[src/rtl/multicycle_borrow_subtractor.sv]
// multicycle_borrow_subtractor
//   Computes in1 - in2 (mod 2^N) one 4-bit slice per cycle, LSB slice first,
//   rippling the slice borrow through a register. The result is
//   published after N/4 BUSY cycles and is held until the consumer takes it.
//
//   Optional macro SUB_OPSEL_EN adds an 'op' input (1=subtract, 0=add).
//   Without the macro the block always subtracts.
//
// Ports
//   clk, rst_n        clock, asynchronous active-low reset
//   op                (SUB_OPSEL_EN only) operation select, captured on accept
//   start / in_ready  request handshake; operands accepted when both are 1
//   in1, in2          minuend / subtrahend (N bits)
//   diff              result (N bits)
//   bout              final borrow (or carry when adding)
//   of                signed overflow flag
//   out_valid         diff/bout/of valid
//   out_ready         consumer accepts result when out_valid is also 1
module multicycle_borrow_subtractor #(
    parameter int N = 32
) (
    input  logic         clk,
    input  logic         rst_n,
`ifdef SUB_OPSEL_EN
    input  logic         op,
`endif
    input  logic         start,
    output logic         in_ready,
    input  logic [N-1:0] in1,
    input  logic [N-1:0] in2,
    output logic [N-1:0] diff,
    output logic         bout,
    output logic         of,
    output logic         out_valid,
    input  logic         out_ready
);

    localparam int NS = N / 4;
    localparam int CW = (NS > 1) ? $clog2(NS) : 1;
    localparam logic [CW-1:0] LAST = CW'(NS - 1);

    typedef enum logic [1:0] {IDLE, BUSY, DONE} state_t;

    state_t        state_q;
    logic [N-1:0]  a_q, b_q, res_q, diff_q;
    logic [CW-1:0] cnt_q;
    logic          bor_q, sub_q, bout_q, of_q, out_valid_q, in_ready_q;

    logic          sub_sel;
    logic [4:0]    slice_d;
    logic [N-1:0]  res_d;
    logic          of_d;

`ifdef SUB_OPSEL_EN
    assign sub_sel = op;
`else
    assign sub_sel = 1'b1;
`endif

    // One slice per cycle. Bit 4 of the 5-bit result is the slice borrow
    // (subtract) or carry (add); it feeds the next slice via bor_q.
    always_comb begin
        slice_d = '0;
        res_d   = res_q;
        of_d    = 1'b0;
        if (sub_q)
            slice_d = {1'b0, a_q[{cnt_q, 2'b00} +: 4]} - {1'b0, b_q[{cnt_q, 2'b00} +: 4]}
                      - {4'b0, bor_q};
        else
            slice_d = {1'b0, a_q[{cnt_q, 2'b00} +: 4]} + {1'b0, b_q[{cnt_q, 2'b00} +: 4]}
                      + {4'b0, bor_q};
        res_d[{cnt_q, 2'b00} +: 4] = slice_d[3:0];
        // Only meaningful on the last slice, where slice_d[3] is diff[N-1].
        if (sub_q)
            of_d = (a_q[N-1] ^ b_q[N-1]) & (a_q[N-1] ^ slice_d[3]);
        else
            of_d = ~(a_q[N-1] ^ b_q[N-1]) & (a_q[N-1] ^ slice_d[3]);
    end

    always_ff @(posedge clk or negedge rst_n) begin
        if (!rst_n) begin
            state_q     <= IDLE;
            a_q         <= '0;
            b_q         <= '0;
            res_q       <= '0;
            cnt_q       <= '0;
            bor_q       <= 1'b0;
            sub_q       <= 1'b1;
            diff_q      <= '0;
            bout_q      <= 1'b0;
            of_q        <= 1'b0;
            out_valid_q <= 1'b0;
            in_ready_q  <= 1'b1;
        end else begin
            case (state_q)
                IDLE: begin
                    if (start) begin
                        a_q        <= in1;
                        b_q        <= in2;
                        sub_q      <= sub_sel;
                        bor_q      <= 1'b0;
                        cnt_q      <= '0;
                        in_ready_q <= 1'b0;
                        state_q    <= BUSY;
                    end
                end
                BUSY: begin
                    res_q <= res_d;
                    bor_q <= slice_d[4];
                    cnt_q <= cnt_q + 1'b1;
                    if (cnt_q == LAST) begin
                        // Result registers change only here, so they hold
                        // the last result across IDLE and the next BUSY.
                        diff_q      <= res_d;
                        bout_q      <= slice_d[4];
                        of_q        <= of_d;
                        out_valid_q <= 1'b1;
                        state_q     <= DONE;
                    end
                end
                DONE: begin
                    if (out_ready) begin
                        out_valid_q <= 1'b0;
                        in_ready_q  <= 1'b1;
                        state_q     <= IDLE;
                    end
                end
                default: begin
                    state_q     <= IDLE;
                    out_valid_q <= 1'b0;
                    in_ready_q  <= 1'b1;
                end
            endcase
        end
    end

    assign diff      = diff_q;
    assign bout      = bout_q;
    assign of        = of_q;
    assign out_valid = out_valid_q;
    assign in_ready  = in_ready_q;

endmodule
[config.mk]
export PLATFORM = sky130hd
export DESIGN_NAME = multicycle_borrow_subtractor
export DESIGN_NICKNAME = d
export VERILOG_FILES = /design/src/rtl/multicycle_borrow_subtractor.sv
export SDC_FILE = /design/constraint.sdc
export NUM_CORES = 1
export LEC_CHECK = 0
export CORE_MARGIN = 2
export CORE_UTILIZATION = 48
export CTS_CLUSTER_DIAMETER = 30
export DETAILED_ROUTE_END_ITERATION = 8
export PLACE_DENSITY = 0.76
export SLEW_MARGIN = 30
export SYNTH_ARGS = -nofsm -noshare
export SYNTH_HDL_FRONTEND = slang
export SYNTH_SLANG_ARGS = --single-unit
[constraint.sdc]
create_clock -name clk -period 3.3 [get_ports clk]
set_clock_uncertainty 0.15 [all_clocks]
set_input_delay 0.495 -clock clk [delete_from_list [all_inputs] [get_ports clk]]
set_output_delay 0.495 -clock clk [all_outputs]
set_load 0.01 [all_outputs]
==> flow_summary_export.csv <==
group,metric,value,unit
logic_synthesis,synthCells,523,
cts,cts_setup_buffers,0,
worst_setup_path,worstSetupEndpointType,"register",
logic_synthesis,synth_area_per_cell,12.13,um2
timing,fin_crit_sh,0.9383,
placed_design,port_buffers,103,
power,ir_drop,0.9210,mV
floorplanning,die-area,14150,um2
timing,fin_crit,3.096,ns
power,p_switching,0.003795,W
floorplanning,die_w,119.0,um
layout,final_cell_mix,"dfrtp_1 (136), clkdlybuf4s50_1 (102), mux2_2 (90), nand2_1 (62), o21ai_0 (32)",
floorplanning,dieHeight,119.0,um
logic_synthesis,yosys.area.top_type,"dfrtp_1",
logic_synthesis,ys_seq_elements,138,
layout,finalNonFillerCells,813,
cts,clockBufferDepth,2,
worst_setup_path,worstPathRequired,3.47,ns
logic_synthesis,synthesis.area,6342,um2
cts,cts.sinks,138,
timing,fmax,323.0,MHz
worst_setup_path,crit_cells,10,
cts,cts_buffers,17,
cts,cts_tree,"built",
logic_synthesis,synthFlopType,"dfrtp_1",
layout,final_common_cell,"dfrtp_1",
min_path,min_path_type,"in -> async",
logic_synthesis,synth.distinct_cells,40,
worst_setup_path,crit_arrival,3.26,ns
detailed_routing,drc,0,
power,p_leak,3.559,nW
cts,ctsResizeCount,0,
worst_setup_path,r2r_cells,10,
worst_setup_path,critPathMaxFanout,8,
layout,fin_util,0.6463,
logic_synthesis,synth_top_area_share,0.5405,
run_status,violations,"hold timing",
worst_setup_path,startpoint_type,"register",
timing,final-setup-viol-count,0,
detailed_routing,final_antenna_net_count,0,
worst_setup_path,slowest_delay,0.52,ns
layout,antenna_cells,0,
cts,ctsHtreeMaxLevel,4,
power,p_per_area,1183,nW/um2
logic_synthesis,synth_edf_count,0,
power,pwr-share-comb,0.503,
timing,tightest_slew,0.7883,ns
floorplanning,start_util,0.4965,
layout,seq_area,3456,um2
detailed_routing,num_vias,4364,
cts,clkTransAtPathRegs,0.06,ns
timing,fin_setup_tns,0,ns
detailed_routing,routed_wl,13.97,mm
timing,drv_slew,0,
global_routing,grt_pass1_vias,4602,
placed_design,dpl.cell_count,782,
job,max_cap_violations,0,
worst_setup_path,critPathTopFamily,"simple AND/OR/NAND/NOR gates",
power,seq_power_share,0.294,
power,pwr-share-clk,0.202,
detailed_routing,vias_per_cell,5.368,
detailed_routing,dr.first_iter.drc_count,306,
layout,multi_input_area,2751,um2
worst_setup_path,path_common_cell,"nand2_1",
layout,nFillCells,948,
timing,hold_viol,11,
global_routing,grt_max_degree,88,
power,internal_power,0.005969,W
run_status,status,"finished, violations left",
layout,finish.net_count,710,
global_routing,grt_pass1_wl,23.42,mm
detailed_routing,wire_per_inst,17.19,um
cts,cts_root_buffer,"clkbuf_16",
worst_setup_path,crit_buf_inv,0,
layout,areaGrowthSynthToFinish,30.16,%
global_routing,track_usage,0.2118,
cts,clk_latency,0.42,ns
layout,layout-drive-gt1-share,0.2480,
global_routing,antenna_found_initial,0,
logic_synthesis,ys_warn_count,0,
floorplanning,io_pins,104,
worst_setup_path,critPathKind,"reg -> reg",
placed_design,dp_hpwl,9.895,mm
logic_synthesis,synth_area_leaders,"dfrtp_1 (54%), mux2_2 (16%), mux4_2 (5.0%)",
timing,holdWs,-0.02664,ns
placed_design,place_congestion,0.8540,
floorplanning,rows,41,
worst_setup_path,slowest_stage,"mux4_2",
cts,cts_hold_buffers,0,
floorplanning,coreArea,12770,um2
power,switching_share,0.3887,
timing,rsz0062_at_grt,"false",
worst_setup_path,cp_cell_sequence,"mux4_2 > nand2_1 > nand2_1 > fa_1 > ha_1 > nand2b_1 > a41oi_2 > xor2_4 > nand2b_2 > o31ai_1",
timing,slew-limit-headroom,0.4744,
global_routing,globalRouteOverflowTotal,0,
detailed_routing,drtPass1Iterations,4,
logic_synthesis,syn-num-nets,604,
logic_synthesis,ys_seq_area_frac,0.5447,
logic_synthesis,async_flop_share,1.000,
## through the flow
stage | cell area [um2] | worst slack (ns) | total power (W)
2_1_floorplan | 6356 | 0.04210 | 0.005976
3_3_place_gp | 7619 | 0.1441 | 0.007350
3_5_place_dp | 7619 | 0.03594 | 0.007583
4_1_cts | 8229 | 0.01513 | 0.009622
5_1_grt | 8255 | 0.03255 | 0.01039
6_report | 8255 | 0.2037 | 0.009763
## per-layer routing
| metal | track usage | vias up | routed length [um] |
|---|---|---|---|
| li1 | - | 2072 | - |
| met5 | 0 | - | 0 |
| met1 | 0.2843 | 2155 | 6418 |
| met2 | 0.3287 | 111 | 6631 |
| met3 | 0.05268 | 26 | 632 |
| met4 | 0.09077 | 0 | 291 |
## worst paths after layout
| path | startpoint | to | slack (ns) |
|---|---|---|---|
| worst max-delay path | cnt_q[0] | diff[7] | 0.20 |
| worst min-delay path | rst_n | out_valid | -0.03 |
| worst max register to register | cnt_q[0] | diff[7] | 0.20 |
| worst min register to register | res_q[19] | res_q[19] | 0.32 |
| max in group asynchronous | rst_n | diff[10] | 2.26 |
| min in group clk | res_q[19] | res_q[19] | 0.32 |
## area by class of cell
type                    instances  share of cell area
flip-flops and latches        138              0.4186
multi-input cells             347              0.3333
repair buffers                115              0.1435
clock buffers                  23             0.05668
well taps                     172             0.02607
clock inverters                 8             0.01728
inverters                      10            0.004547
## cell families (layout without fill, tap and decap cells)
| family | Yosys count | count (layout) | synth area share |
|---|---|---|---|
| DFF | 138 | 138 | 0.5447 |
| and+or+nand+nor | 138 | 138 | 0.09726 |
| muxes | 116 | 116 | 0.2292 |
| AOI/OAI and AO/OA | 77 | 77 | 0.06885 |
| buffers and inverters | 38 | 156 | 0.02663 |
| adders and majority gates | 13 | 13 | 0.02801 |
| xor gates and xnor gates | 3 | 3 | 0.005328 |
## cell usage after synthesis (2+ instances only)
library cell,count
a21oi_1,29
a31oi_1,2
and3_1,8
buf_1,2
buf_2,9
buf_6,2
clkbuf_1,15
dfrtp_1,137
fa_1,2
ha_1,11
inv_1,9
mux2_2,90
mux2i_1,11
mux4_2,14
nand2_1,62
nand2b_1,4
nand3_1,5
nand3b_1,2
nor2_1,31
nor2b_1,2
nor3_1,17
o21ai_0,32
o21ai_1,2
o22ai_1,2
o31ai_1,7
or3_1,2
## flip-flops by register name (all words and copies together) (netlist names)
name	flops
state_q	2
of	1
out_valid	1
cnt_q	3
bor_q	1
bout	1
res_q	32
a_q	32
diff	32
in_ready	1
b_q	32
## power groups by stage
stage | clock network [W] | logic (W) | registers [W]
CTS | 0.00200 | 0.00475 | 0.00288
global route | 0.00209 | 0.00535 | 0.00296
global placement | 0 | 0.00451 | 0.00284
floorplan | 0 | 0.00317 | 0.00281
finish | 0.00198 | 0.00491 | 0.00288
detailed placement | 0 | 0.00468 | 0.00290
Power figures use the tool's default switching activity.
